$ cat src/rtl/pipe_cskip_adder.sv
// Two-stage pipelined carry-skip adder/subtractor with valid/ready handshake.
// Define PIPE_CSKIP_SAT_EN to clamp the sum to the signed limits on overflow.
module pipe_cskip_adder #(
    parameter int WIDTH = 32,
    parameter int BLOCK = 4
) (
    input  logic             clk,
    input  logic             rst,
    input  logic             in_valid,
    output logic             in_ready,
    input  logic [WIDTH-1:0] a,
    input  logic [WIDTH-1:0] b,
    input  logic             cin,
    input  logic             sub,
    output logic             out_valid,
    input  logic             out_ready,
    output logic [WIDTH-1:0] sum,
    output logic             cout,
    output logic             ovf
);

    localparam int HALF = WIDTH / 2;

    // One half-width adder built from BLOCK-bit ripple blocks; a block whose bits
    // all propagate forwards its carry-in directly instead of the rippled carry.
    function automatic logic [HALF:0] cskipAdd(input logic [HALF-1:0] x,
                                               input logic [HALF-1:0] y,
                                               input logic            ci);
        logic [HALF-1:0] s;
        logic            blkCarry;
        logic            rippleCarry;
        logic            allProp;
        logic            p;
        int              idx;
        s        = '0;
        blkCarry = ci;
        for (int blk = 0; blk < HALF / BLOCK; blk++) begin
            rippleCarry = blkCarry;
            allProp     = 1'b1;
            for (int k = 0; k < BLOCK; k++) begin
                idx         = blk * BLOCK + k;
                p           = x[idx] ^ y[idx];
                s[idx]      = p ^ rippleCarry;
                rippleCarry = (x[idx] & y[idx]) | (p & rippleCarry);
                allProp     = allProp & p;
            end
            blkCarry = allProp ? blkCarry : rippleCarry;
        end
        return {blkCarry, s};
    endfunction

    logic            w_advance;
    logic [WIDTH-1:0] w_bEff;
    logic            w_c0;
    logic [HALF:0]   w_lo;
    logic [HALF:0]   w_hi;
    logic [WIDTH-1:0] w_rawSum;
    logic [WIDTH-1:0] w_finalSum;
    logic            w_ovf;

    logic            r_s1Valid;
    logic [HALF-1:0] r_s1SumLo;
    logic            r_s1CarryLo;
    logic [HALF-1:0] r_s1AHi;
    logic [HALF-1:0] r_s1BHi;
    logic            r_outValid;
    logic [WIDTH-1:0] r_sum;
    logic            r_cout;
    logic            r_ovf;

    assign w_advance = !r_outValid || out_ready;
    assign w_bEff    = sub ? ~b : b;
    assign w_c0      = sub ? ~cin : cin;
    assign w_lo      = cskipAdd(a[HALF-1:0], w_bEff[HALF-1:0], w_c0);
    assign w_hi      = cskipAdd(r_s1AHi, r_s1BHi, r_s1CarryLo);
    assign w_rawSum  = {w_hi[HALF-1:0], r_s1SumLo};
    assign w_ovf     = (r_s1AHi[HALF-1] == r_s1BHi[HALF-1]) &&
                       (w_hi[HALF-1] != r_s1AHi[HALF-1]);

`ifdef PIPE_CSKIP_SAT_EN
    assign w_finalSum = !w_ovf ? w_rawSum :
                        (r_s1AHi[HALF-1] ? {1'b1, {(WIDTH-1){1'b0}}}
                                         : {1'b0, {(WIDTH-1){1'b1}}});
`else
    assign w_finalSum = w_rawSum;
`endif

    // Both stages move together only when the output register can be vacated.
    always_ff @(posedge clk) begin
        if (rst) begin
            r_s1Valid   <= 1'b0;
            r_s1SumLo   <= '0;
            r_s1CarryLo <= 1'b0;
            r_s1AHi     <= '0;
            r_s1BHi     <= '0;
            r_outValid  <= 1'b0;
            r_sum       <= '0;
            r_cout      <= 1'b0;
            r_ovf       <= 1'b0;
        end else if (w_advance) begin
            r_s1Valid <= in_valid;
            if (in_valid) begin
                r_s1SumLo   <= w_lo[HALF-1:0];
                r_s1CarryLo <= w_lo[HALF];
                r_s1AHi     <= a[WIDTH-1:HALF];
                r_s1BHi     <= w_bEff[WIDTH-1:HALF];
            end
            r_outValid <= r_s1Valid;
            if (r_s1Valid) begin
                r_sum  <= w_finalSum;
                r_cout <= w_hi[HALF];
                r_ovf  <= w_ovf;
            end
        end
    end

    assign in_ready  = w_advance;
    assign out_valid = r_outValid;
    assign sum       = r_sum;
    assign cout      = r_cout;
    assign ovf       = r_ovf;

endmodule

$ cat config.mk
export PLATFORM = sky130hd
export DESIGN_NAME = pipe_cskip_adder
export DESIGN_NICKNAME = d
export VERILOG_FILES = /design/src/rtl/pipe_cskip_adder.sv
export SDC_FILE = /design/constraint.sdc
export NUM_CORES = 1
export LEC_CHECK = 0
export BUFFER_PORTS_ARGS = -buffer_cell sky130_fd_sc_hd__buf_2
export CAP_MARGIN = 20
export CORE_UTILIZATION = 25
export DETAILED_ROUTE_END_ITERATION = 16
export HOLD_SLACK_MARGIN = 0.1
export SLEW_MARGIN = 25
export SYNTH_ARGS = -nofsm -noshare
export SYNTH_HDL_FRONTEND = slang
export SYNTH_SLANG_ARGS = --single-unit
export TNS_END_PERCENT = 50
$ cat constraint.sdc
create_clock -name clk -period 11.8 [get_ports clk]
set_input_delay 1.18 -clock clk [delete_from_list [all_inputs] [get_ports clk]]
set_output_delay 1.18 -clock clk [all_outputs]
set_load 0.005 [all_outputs]
== Word level (Yosys, flattened, before mapping) ==
Cells that the tools add are included.
Word-level totals
  word-level logic and storage cells: 212
  output and inout port bits: 36
  flip-flop bits (word level): 85
  input port bits: 70
Operators by class
  eq/ne operators: 2
  muxes and demuxes: 10
  bitwise operators: 186
  reductions and logical operators: 5
Operators with widths (count)
  AND 1 bit: 88
  bitwise XOR 1 bit: 64
  2-to-1 mux 32 bit: 1
  NOT 32 bit: 1
  OR 1 bit: 32
  2-to-1 mux 1 bit: 9
  AND reduction 2 bit: 2
  == test 1 bit: 1
  logical AND 1 bit: 1
  logical NOT 1 bit: 1
  logical OR 1 bit: 1
  != test 1 bit: 1
  NOT 1 bit: 1

== Depth between registers and ports, before layout ==
  depth in word-level cells: 39
  depth in mapped cells: 30
  gate-level depth less buffers: 28

== Worst setup path after synthesis ==
OpenSTA, ideal clock, no wires.
  path type: input-to-reg
  start point: input port sub
  end point: register r_s1SumLo[15]
  slack: 2547 ps
  data arrival time: 9121 ps
  cell stages on the path: 29
  cells stage by stage: buf_4 buf_2 xor2_1 inv_1 fa_1 fa_1 fa_1 fa_1 mux2i_4 inv_1 fa_1 fa_1 fa_1 fa_1 nand2_1 o21ai_0 fa_1 fa_1 fa_1 fa_1 nand2b_1 o211ai_2 fa_1 fa_1 fa_1 inv_1 fa_1 nand2_1 a21oi_1
Between the ends
  word-level cells in the longest chain between the ends: 36
  elaborated cells on any way between the ends: 76
Ends and longest elaborated chain
  from (decl): RTL line 14  | input logic sub,
  2-to-1 mux 32 bit: RTL line 72  | assign w_bEff = sub ? ~b : b;
  bitwise XOR 1 bit: RTL line 42  | p = x[idx] ^ y[idx];
  AND 1 bit: RTL line 44  | rippleCarry = (x[idx] & y[idx]) | (p & rippleCarry);
  OR 1 bit: RTL line 44
  AND 1 bit: RTL line 44
  OR 1 bit: RTL line 44
  AND 1 bit: RTL line 44
  OR 1 bit: RTL line 44
  [21 not listed]
  AND 1 bit: RTL line 44
  OR 1 bit: RTL line 44
  AND 1 bit: RTL line 44
  OR 1 bit: RTL line 44
  AND 1 bit: RTL line 44
  OR 1 bit: RTL line 44
  bitwise XOR 1 bit (*): RTL line 43  | s[idx] = p ^ rippleCarry;
  net w_lo[15]: RTL line 55  | logic [HALF:0] w_lo;
  to (signal assigned): RTL line 103  | r_s1SumLo <= w_lo[HALF-1:0];
  to (decl): RTL line 62  | logic [HALF-1:0] r_s1SumLo;
The timed path passes the listed nets; every way through them passes the cells marked *.
A chain may end at the register's enable or synchronous reset.

== Worst setup path in the final report ==
Same ends and word-level chain as after synthesis.

==> Flow_metrics.wiki <==
{| class="wikitable"
! Metric !! Value
|-
| Result of the run || completed
|-
| Number of violations reported at the end of detailed-routing iteration 0 || 74
|-
| CP Max Fanout || 14
|-
| Grt met3 use || 2.19%
|-
| Total of flip-flops plus latches after synthesis || 85
|-
| 1st-pass router iterations || 4
|-
| Area of the die || 18,800 um2
|-
| Final #Nets || 725
|-
| Overall die width || 137 um
|-
| CP Capture Point || r_s1SumLo[15]$_SDFFE_PP0P_
|-
| Vias in the first global route || 3,459
|-
| Depth of the critical timing path with buffers and inverters included || 28
|-
| Buf+Inv Stages, Crit Path || 4
|-
| Growth of design area from synthesis to finish || 22.0%
|-
| Worst setup path class || in -> reg
|-
| PostCTS Resize Cnt || 0
|-
| Maximum number of pins on one net before global-route repair || 88
|-
| Dpl hpwl || 8.30 mm
|-
| Avg Vias per Cell || 4.23
|-
| Synth warn || 0
|-
| Headroom to the max-slew limit || 36.8%
|-
| Number of clock sinks || 85
|-
| Count of endpoints failing hold in the final timing report || 0
|-
| Setup repair after global routing missed its margin || no
|-
| Clock tree buffer depth || 2
|-
| Yosys top cell area share || 37.3%
|-
| TritonCTS clock tree || built
|-
| Drt total wl || 11.1 mm
|-
| Routed wirelength normalized by instance count || 13.5 um
|-
| Antenna viol nets, final || 0
|-
| Number of buffers created by CTS || 9
|-
| Worst slack at placement || 2.12 ns
|-
| Relative contribution of sequential cells to total power || 44.2%
|-
| Proportion of register bits with asynchronous set or reset after synthesis || 0%
|-
| Final TNS setup || 0 ns
|-
| Later-pin clock latency in the skew report || 0.34 ns
|-
| Cell-internal power || 0.519 mW
|-
| Worst min-delay path class || reg -> reg
|-
| Combinational share of power || 19.0%
|-
| Final setup margin || 2.56 ns
|-
| Std-Cell Rows || 49
|-
| Count of flip-flops with a built-in enable after synthesis || 0
|-
| Max cap viols || 0
|-
| Data arrival, critical path || 9.42 ns
|-
| Slew @ Worst Pin || 0.948 ns
|-
| Primary FF master, synth || sky130_fd_sc_hd__dfxtp_1
|-
| Syn avg cell area || 9.11 um2
|-
| Hold_buf cts || 0
|-
| Switching part of the total power || 29.1%
|-
| Slowest Stage Delay on Critical Path || 0.44 ns
|-
| Post-synthesis cell type with the largest combined area || sky130_fd_sc_hd__dfxtp_1
|-
| Buffers inserted by post-CTS timing repair || 0
|-
| Endpoint of the lowest-slack register-to-register path || ovf$_SDFFE_PP0P_
|-
| Antenna violations before repair || 0
|-
| Gate count of the mapped netlist || 500
|-
| Final setup violating endpoints || 0
|-
| Power Density || 132 nW/um2
|-
| Global routing met1 resource utilization || 16.9%
|-
| Data required, critical path || 11.98 ns
|-
| Root buffer cell || sky130_fd_sc_hd__clkbuf_16
|-
| Highest-utilization routing layer at the global route stage || met2
|-
| Die height || 137 um
|-
| Area taken by flip-flops and latches || 1700 um2
|-
| Total I/O pin count || 106
|-
| Leakage power summed over all cells || 2.54 nW
|-
| Worst-case reg-to-reg path depth || 28
|-
| Final Critical Period || 9.24 ns
|-
| Htree depth || 3
|-
| Vias after detailed routing || 3,489
|-
| Post-synthesis instance area || 4560 um2
|-
| Share of cells above drive strength 1 || 23.3%
|-
| Initial standard-cell utilization of the core || 25.5%
|-
| Switching power summed over all nets || 0.213 mW
|-
| Flop2flop setup slack || 3.80 ns
|-
| Port-buffer cells || 105
|-
| Tot GR Track Use || 12.5%
|-
| Met2 track demand over resource in global routing || 20.2%
|-
| Clock power share || 36.8%
|-
| Antenna Diode Count || 0
|-
| Final weighted congestion in routability-driven placement || 0.761
|-
| Sort of element at the end of the critical path || flip-flop
|-
| Worst r2r src || r_s1CarryLo$_SDFFE_PP0P_
|-
| Critical hold path startpoint || sum[2]$_SDFFE_PP0P_
|-
| Crit path max-delay family || adder cells
|-
| Yosys cell types || 34
|-
| Clock transition at the register clock pins on the worst setup and hold paths after CTS || 0.06 ns
|-
| Max Fclk || 108 MHz
|-
| Slowest stage cell on the critical path || sky130_fd_sc_hd__fa_1
|-
| Most numerous cell on the critical path || sky130_fd_sc_hd__fa_1
|-
| Global-route wire length before repair || 17.8 mm
|-
| Max-slew violation total from the final report || 0
|-
| Total grt overflow || 0
|-
| Count of filler cells inserted in the layout || 1,960
|-
| Area of the core region || 17,900 um2
|-
| Footprint of the multi-input gates || 2560 um2
|-
| Share of the cycle needed by the critical path after routing || 78.3%
|-
| DRC violations left || 0
|-
| Sequential cell area fraction in the yosys report || 37.3%
|-
| Worst VDD drop || 0.0000609 V
|-
| Synth area leaders || sky130_fd_sc_hd__dfxtp_1 37%, sky130_fd_sc_hd__fa_1 14%, sky130_fd_sc_hd__ha_1 8.8%, sky130_fd_sc_hd__nand2_1 8.2%, sky130_fd_sc_hd__a21oi_1 5.6%
|-
| Startpoint type of the worst setup path || primary input
|-
| Post-route clock skew || 0.00938 ns
|-
| Total nets after synthesis || 634
|-
| Critical Path Source || sub
|}
## placed cells by master (no fill, tap or decap), types with 6 or more instances in the layout
master and count:
sky130_fd_sc_hd__buf_2 105, sky130_fd_sc_hd__nand2_1 99, sky130_fd_sc_hd__dfxtp_1 85, sky130_fd_sc_hd__a21oi_1 51
sky130_fd_sc_hd__inv_1 37, sky130_fd_sc_hd__nor2_1 34, sky130_fd_sc_hd__a211oi_1 33, sky130_fd_sc_hd__fa_1 32
sky130_fd_sc_hd__ha_1 32, sky130_fd_sc_hd__xor2_1 19, sky130_fd_sc_hd__xnor2_1 14, sky130_fd_sc_hd__clkbuf_16 9
sky130_fd_sc_hd__nand4_1 7, sky130_fd_sc_hd__buf_4 6
## synthesized netlist by cell type (2+ instances only)
master / n
sky130_fd_sc_hd__nor3_1: 3
sky130_fd_sc_hd__xnor2_1: 14
sky130_fd_sc_hd__buf_4: 2
sky130_fd_sc_hd__nand2b_1: 2
sky130_fd_sc_hd__ha_1: 32
sky130_fd_sc_hd__buf_1: 2
sky130_fd_sc_hd__a21oi_1: 51
sky130_fd_sc_hd__xor2_1: 19
sky130_fd_sc_hd__clkbuf_1: 16
sky130_fd_sc_hd__nand4_1: 7
sky130_fd_sc_hd__inv_1: 37
sky130_fd_sc_hd__a211oi_1: 33
sky130_fd_sc_hd__buf_2: 11
sky130_fd_sc_hd__and2_1: 2
sky130_fd_sc_hd__fa_1: 32
sky130_fd_sc_hd__nand2_1: 99
sky130_fd_sc_hd__nor2_1: 34
sky130_fd_sc_hd__dfxtp_1: 85
sky130_fd_sc_hd__inv_2: 4
## worst min path at each step
stage,end,cells past startpoint
floorplan,sum[15]$_SDFFE_PP0P_,2
global placement,sum[13]$_SDFFE_PP0P_,2
detailed placement,sum[2]$_SDFFE_PP0P_,2
CTS,sum[2]$_SDFFE_PP0P_,2
global route,sum[4]$_SDFFE_PP0P_,2
finish,sum[2]$_SDFFE_PP0P_,2
## cell type report
type,count,area share [%]
clock buffer,10,4.30
clock inverter,6,0.810
inverter,41,2.77
multi-input combinational,343,46.1
sequential,85,30.6
tap,229,5.15
timing repair buffer,111,10.3
## state kept, by name, indices dropped and copies added, names as in the netlist
register / flops
r_s1Valid: 1
r_s1AHi: 16
ovf: 1
out_valid: 1
r_s1BHi: 16
r_s1SumLo: 16
cout: 1
r_s1CarryLo: 1
sum: 32
## logic make-up (layout without fill, tap and decap cells)
family                     Yosys count  after routing  share of synthesized area (%)
and+or+nand+nor                    152            152                           13.6
AOI/OAI and AO/OA                   90             90                           12.2
DFF                                 85             85                           37.3
adders and majority gates           64             64                           22.8
muxes                                3              3                          0.961
xor gates and xnor gates            34             34                           6.70
buffers and inverters               72            168                           6.40
## power groups by stage
stage / clock, mW / sequential [mW] / combinational, mW
global placement: 0 / 0.330 / 0.139
floorplan: 0 / 0.328 / 0.0905
global route: 0.292 / 0.327 / 0.160
CTS: 0.279 / 0.324 / 0.142
finish: 0.269 / 0.324 / 0.139
detailed placement: 0 / 0.330 / 0.142
## metal layers
| metal | part of all wire [%] | up-vias |
|---|---|---|
| li1 | - | 1780 |
| met1 | 48 | 1642 |
| met2 | 47 | 56 |
| met3 | 3.5 | 11 |
| met4 | 1.2 | 0 |
| met5 | 0 | - |
## per-stage QoR
stage	area, um2	cells	util, %	power (mW)	hold slack, ns
after global routing	5560	825	31.1	0.779	0.473
after global placement	5280	809	29.5	0.469	0.438
after CTS	5560	825	31.1	0.746	0.452
after floorplan	4560	500	-	0.418	0.432
after detailed placement	5280	809	29.5	0.472	0.444
final	5560	825	31.1	0.732	0.450
## tightest hold or removal path, stage by stage, from the launching register on
cell,delay [ns]
sky130_fd_sc_hd__dfxtp_1,0.30
sky130_fd_sc_hd__nand2_1,0.05
sky130_fd_sc_hd__a21oi_1,0.05
(Power assumes the default switching activity.)
